--- config.mk ---
export PLATFORM = sky130hd
export DESIGN_NAME = divisor_3b
export DESIGN_NICKNAME = d
export VERILOG_FILES = /design/src/rtl/divisor_3b.sv
export SDC_FILE = /design/constraint.sdc
export NUM_CORES = 1
export LEC_CHECK = 0
export CORE_UTILIZATION = 45
export CTS_CLUSTER_DIAMETER = 80
export DETAILED_ROUTE_END_ITERATION = 7
export GPL_TIMING_DRIVEN = 1
export PLACE_DENSITY = 0.67
export SYNTH_ARGS = -nofsm -noshare
export SYNTH_HDL_FRONTEND = slang
export SYNTH_SLANG_ARGS = --single-unit
--- constraint.sdc ---
create_clock -name clk -period 2.5 [get_ports clk]
set_clock_uncertainty 0.1 [all_clocks]
set_input_delay 0.25 -clock clk [delete_from_list [all_inputs] [get_ports clk]]
set_output_delay 0.25 -clock clk [all_outputs]
set_load 0.005 [all_outputs]
--- src/rtl/divisor_3b.sv ---
// Sequential unsigned restoring divider: one quotient bit every two clocks,
// started by a level START, result held on DV/REM with DONE while in FIN.
//
// state | meaning
// IDLE  | waiting for START, DONE low, last result held
// LOAD  | latch operands, clear partial remainder, trap divide-by-zero
// SHIFT | shift {R,A} left one bit, count the bit
// SUB   | trial subtract, set quotient bit, finish after the last bit
// FIN   | DONE high, hold until START is released
module divisor_3b #(
   parameter int WIDTH = 3
) (
   input  logic             clk,
   input  logic             rst_n,
   input  logic [WIDTH-1:0] portA,
   input  logic [WIDTH-1:0] portB,
   input  logic             START,
   output logic [WIDTH-1:0] DV,
   output logic [WIDTH-1:0] REM,
   output logic             DONE
);

   localparam int CW = $clog2(WIDTH + 1);

   typedef enum logic [2:0] {IDLE, LOAD, SHIFT, SUB, FIN} state_t;

   state_t           state_q;
   logic [WIDTH-1:0] a_q, b_q, dv_q, rem_q;
   logic [WIDTH:0]   r_q;
   logic [CW-1:0]    i_q;
   logic             done_q;

   logic             r_ge_d;
   logic [WIDTH:0]   r_d;
   logic [WIDTH-1:0] a_d;

   // Trial subtraction for the SUB step; R is one bit wider than B so the
   // shifted-in dividend bit is never lost.
   always_comb begin
      r_ge_d = (r_q >= {1'b0, b_q});
      r_d    = r_ge_d ? (r_q - {1'b0, b_q}) : r_q;
      a_d    = {a_q[WIDTH-1:1], r_ge_d};
   end

   always_ff @(posedge clk or negedge rst_n) begin
      if (!rst_n) begin
         state_q <= IDLE;
         a_q     <= '0;
         b_q     <= '0;
         r_q     <= '0;
         i_q     <= '0;
         dv_q    <= '0;
         rem_q   <= '0;
         done_q  <= 1'b0;
      end else begin
         case (state_q)
            IDLE: begin
               done_q <= 1'b0;
               if (START) state_q <= LOAD;
            end
            LOAD: begin
               a_q <= portA;
               b_q <= portB;
               r_q <= '0;
               i_q <= CW'(WIDTH);
               if (portB == '0) begin
                  dv_q    <= '1;
                  rem_q   <= portA;
                  state_q <= FIN;
               end else begin
                  state_q <= SHIFT;
               end
            end
            SHIFT: begin
               r_q     <= {r_q[WIDTH-1:0], a_q[WIDTH-1]};
               a_q     <= {a_q[WIDTH-2:0], 1'b0};
               i_q     <= i_q - CW'(1);
               state_q <= SUB;
            end
            SUB: begin
               r_q <= r_d;
               a_q <= a_d;
               if (i_q == '0) begin
                  dv_q    <= a_d;
                  rem_q   <= r_d[WIDTH-1:0];
                  state_q <= FIN;
               end else begin
                  state_q <= SHIFT;
               end
            end
            FIN: begin
               done_q <= 1'b1;
               if (!START) state_q <= IDLE;
            end
            default: state_q <= IDLE;
         endcase
      end
   end

   assign DV   = dv_q;
   assign REM  = rem_q;
   assign DONE = done_q;

endmodule

==> key figures <==
Final layout
  • Final Net Count: 170
  • Share of cells above drive strength 1: 10.32%
  • ANT cells: 0
  • Fillers: 231
  • Most frequent cells in the layout: nor2_1 (23), dfrtp_1 (22), a21oi_1 (17), clkdlybuf4s50_1 (15), nand2_1 (11)
  • Sequential cell area: 550.5 um^2
  • Final design utilization: 57.72%
  • Commonest non-fill, non-tap cell in the layout: nor2_1
  • Final Instance Area: 0.001469 mm^2
  • Multi-input gate area: between 600 and 700 um^2
  • Area grow syn2layout: 17.40%

Synthesis
  • Synthesized area per cell: 8.937 um^2
  • Area leader, netlist: dfrtp_1
  • YS warnings: 0
  • Synth top area share: 44.00%
  • Post-Syn Area: between 0.001 and 0.0015 mm^2
  • Gate Count Post-Synth: 140
  • Most area-consuming cells after synthesis: dfrtp_1 (44%), nor2_1 (6.9%), a21oi_1 (6.8%)
  • Post-synth net total: 154
  • Distinct cells, synth: 36
  • Register area share after synthesis: 44.00%
  • Post-synthesis register bit count: 22

Clock network
  • Worst-Skew Late Latency: ~0.31 ns
  • CTS Root Cell: clkbuf_4
  • Post-CTS sizing: 0
  • TritonCTS clock tree: built
  • Max clock buf depth: 2
  • CTS Hold Bufs: 0
  • Total CTS buffers: 3
  • Setup Buffers After CTS: 0
  • H-tree Lvls: 1
  • Clock transition at path regs: between 0.1 and 0.15 ns
  • Clk sinks: 22

STA
  • Final number of setup-violating endpoints: 0
  • Setup tns final: 0 ns
  • Max_slew headroom: between 70% and 80%
  • Fin crit share: 92.25%
  • Final hold violation count: 0
  • Worst-margin pin slew: 0.3930 ns
  • Fin Hold WS: about 0.17 ns
  • Unrepaired setup endpoints after global routing: no
  • Max Clk Rate: 0.4336 GHz
  • Max Transition Viols Final: 0
  • Tmin final: 2.306 ns

Drt
  • Vias/cell: 5.649
  • DRT iter0 DRCs: 13
  • Drc violations: 0
  • DRT antenna net count: 0
  • Routed wire length: 2661 um
  • Total number of vias: 1,045
  • Post-DR wirelength/cell: 14.38 um
  • DRT Pass-1 Iters: 4

Placement
  • Final estimated routing congestion in global placement: slightly above 0.9
  • Area post-placement: 0.001433 mm^2
  • Port Buffers: 15
  • Post-detail-place hpwl: 1907 um

GRT
  • Antenna violations before repair: 0
  • First-pass GRT wire length: 4367 um
  • Largest net degree at the start of global routing: 24
  • GRT Overall Usage: 20.81%
  • Total gr overflow: 0
  • Vias in the first global route: 997

Power and ir drop
  • Cell Pwr Density: 1313 mW/mm^2
  • Max VDD drop: 0.7831 mV
  • Sequential share of power: ~34%
  • Total Power: 1929 uW
  • Clock power frac: 10.2%
  • Switch Pwr: 823.2 uW
  • Pleak: 0.0006240 uW
  • Switching power share of the total: 42.67%
  • Gate power share: 55.4%
  • Int Pwr: 1106 uW

Worst setup path
  • Startpoint Class: flop
  • Reg-to-reg startpoint: r_q[0]$_DFFE_PN0P_
  • Worst setup path category: flop to flop
  • Largest stage delay, worst path: approximately 0.42 ns
  • Crit path launch: r_q[0]$_DFFE_PN0P_
  • Slowest CP cell: dfrtp_1
  • CP endpoint kind: flop
  • CP most frequent cell: inv_1
  • CP max FO: 6
  • Critical Path AT: 2.39 ns
  • Cell Chain, Critical Path: inv_1 > ha_1 > inv_1 > fa_1 > a211oi_1 > and2_1 > o21a_1 > a31oi_1
  • CP required: between 2 and 3 ns

Worst hold path
  • Hold crit path type: primary input to asynchronous set/reset pin

Flow run
  • Max-cap violations: 0

Floorplanning
  • Core Area: 0.002545 mm^2
  • Top Ports: 16
  • Starting Density: 49.16%
  • Die Ht: 54.73 um
  • Total die area: 0.002995 mm^2
  • # rows: 18
  • Die Wd: 54.73 um

Status
  • Status: complete, no violations
## per-layer routing
metal	up-vias	share of wire (%)	GRT usage, %
met2	15	48	34.94
met5	-	0	0
met4	0	2.1	10.26
li1	518	-	-
met1	506	47	25.98
met3	6	2.2	2.500
## cell families (layout without fill, tap and decap cells)
family          after synthesis  after routing  share of synthesized area (%)
simple gates                 50             50                          18.80
buf+inv                      16             31                          5.600
xor+xnor                      2              2                          1.400
compound gates               43             43                          22.80
flops                        22             22                          44.00
mux                           2              2                          1.800
fa+ha+maj                     5              5                          5.600
## worst paths after layout
kind | to | slack (ns) | depth (start not counted)
setup / recovery | REM[1]$_DFFE_PN0P_ | 0.19 | 8
hold / removal | state_q[1]$_DFFE_PN0P_ | 0.17 | 2
setup reg to reg | REM[1]$_DFFE_PN0P_ | 0.19 | 8
hold reg to reg | DONE$_DFFE_PN0P_ | 0.43 | 1
max in group asynchronous | r_q[1]$_DFFE_PN0P_ | 1.90 | 2
min in group clk | DONE$_DFFE_PN0P_ | 0.43 | 1
## Yosys cell counts
library cell,count
nor2_1,23
dfrtp_1,22
a21oi_1,17
nand2_1,11
inv_1,7
a31oi_1,6
clkbuf_1,6
ha_1,4
nand2b_1,3
nand3b_1,3
o21ai_0,3
a211oi_1,2
a2bb2oi_1,2
buf_2,2
mux2_2,2
nor2b_1,2
nor3_1,2
o22a_1,2
o22ai_1,2
o31ai_1,2
xnor2_1,2
a211o_1,1
a21o_1,1
a21oi_4,1
a31o_2,1
a31oi_2,1
and2_0,1
and3b_1,1
buf_6,1
fa_1,1
nand3_1,1
nand4_1,1
nor2_2,1
o21a_1,1
o221ai_1,1
or4_4,1
## state kept, by name (all words and copies together), names as in the netlist
signal / flops
a_q: 3
b_q: 3
i_q: 2
REM: 3
DONE: 1
r_q: 4
state_q: 3
DV: 3
## per-stage QoR
stage,cells,setup WS [ns]
floorplan,140,0.3583
global placement,181,0.3186
detailed placement,181,0.1677
CTS,185,0.1255
global route,185,0.01425
finish,185,0.1938
## layout make-up
class | instances | share of cell area (%)
sequential | 22 | 37.48
tap | 30 | 2.555
inverter | 7 | 1.789
clock buffer | 4 | 2.470
timing repair buffer | 20 | 12.78
multi-input combinational | 102 | 42.93
## critical path: cells and delay by family, from the launching register on
kind | cells | cell delay (ns)
buffers and inverters | 2 | 0.16
AOI/OAI and AO/OA | 3 | 0.62
adders and majority gates | 2 | 0.54
DFF | 1 | 0.42
and+or+nand+nor | 1 | 0.33
## power groups by stage
| stage | combinational [uW] | sequential (uW) | clock (uW) |
|---|---|---|---|
| after floorplan | 816 | 606 | 0 |
| after global placement | 1030 | 665 | 0 |
| after detailed placement | 1060 | 670 | 0 |
| after CTS | 1070 | 662 | 206 |
| after global routing | 1200 | 686 | 216 |
| final | 1070 | 664 | 197 |
Note: power is estimated with default switching activity, not from simulation.
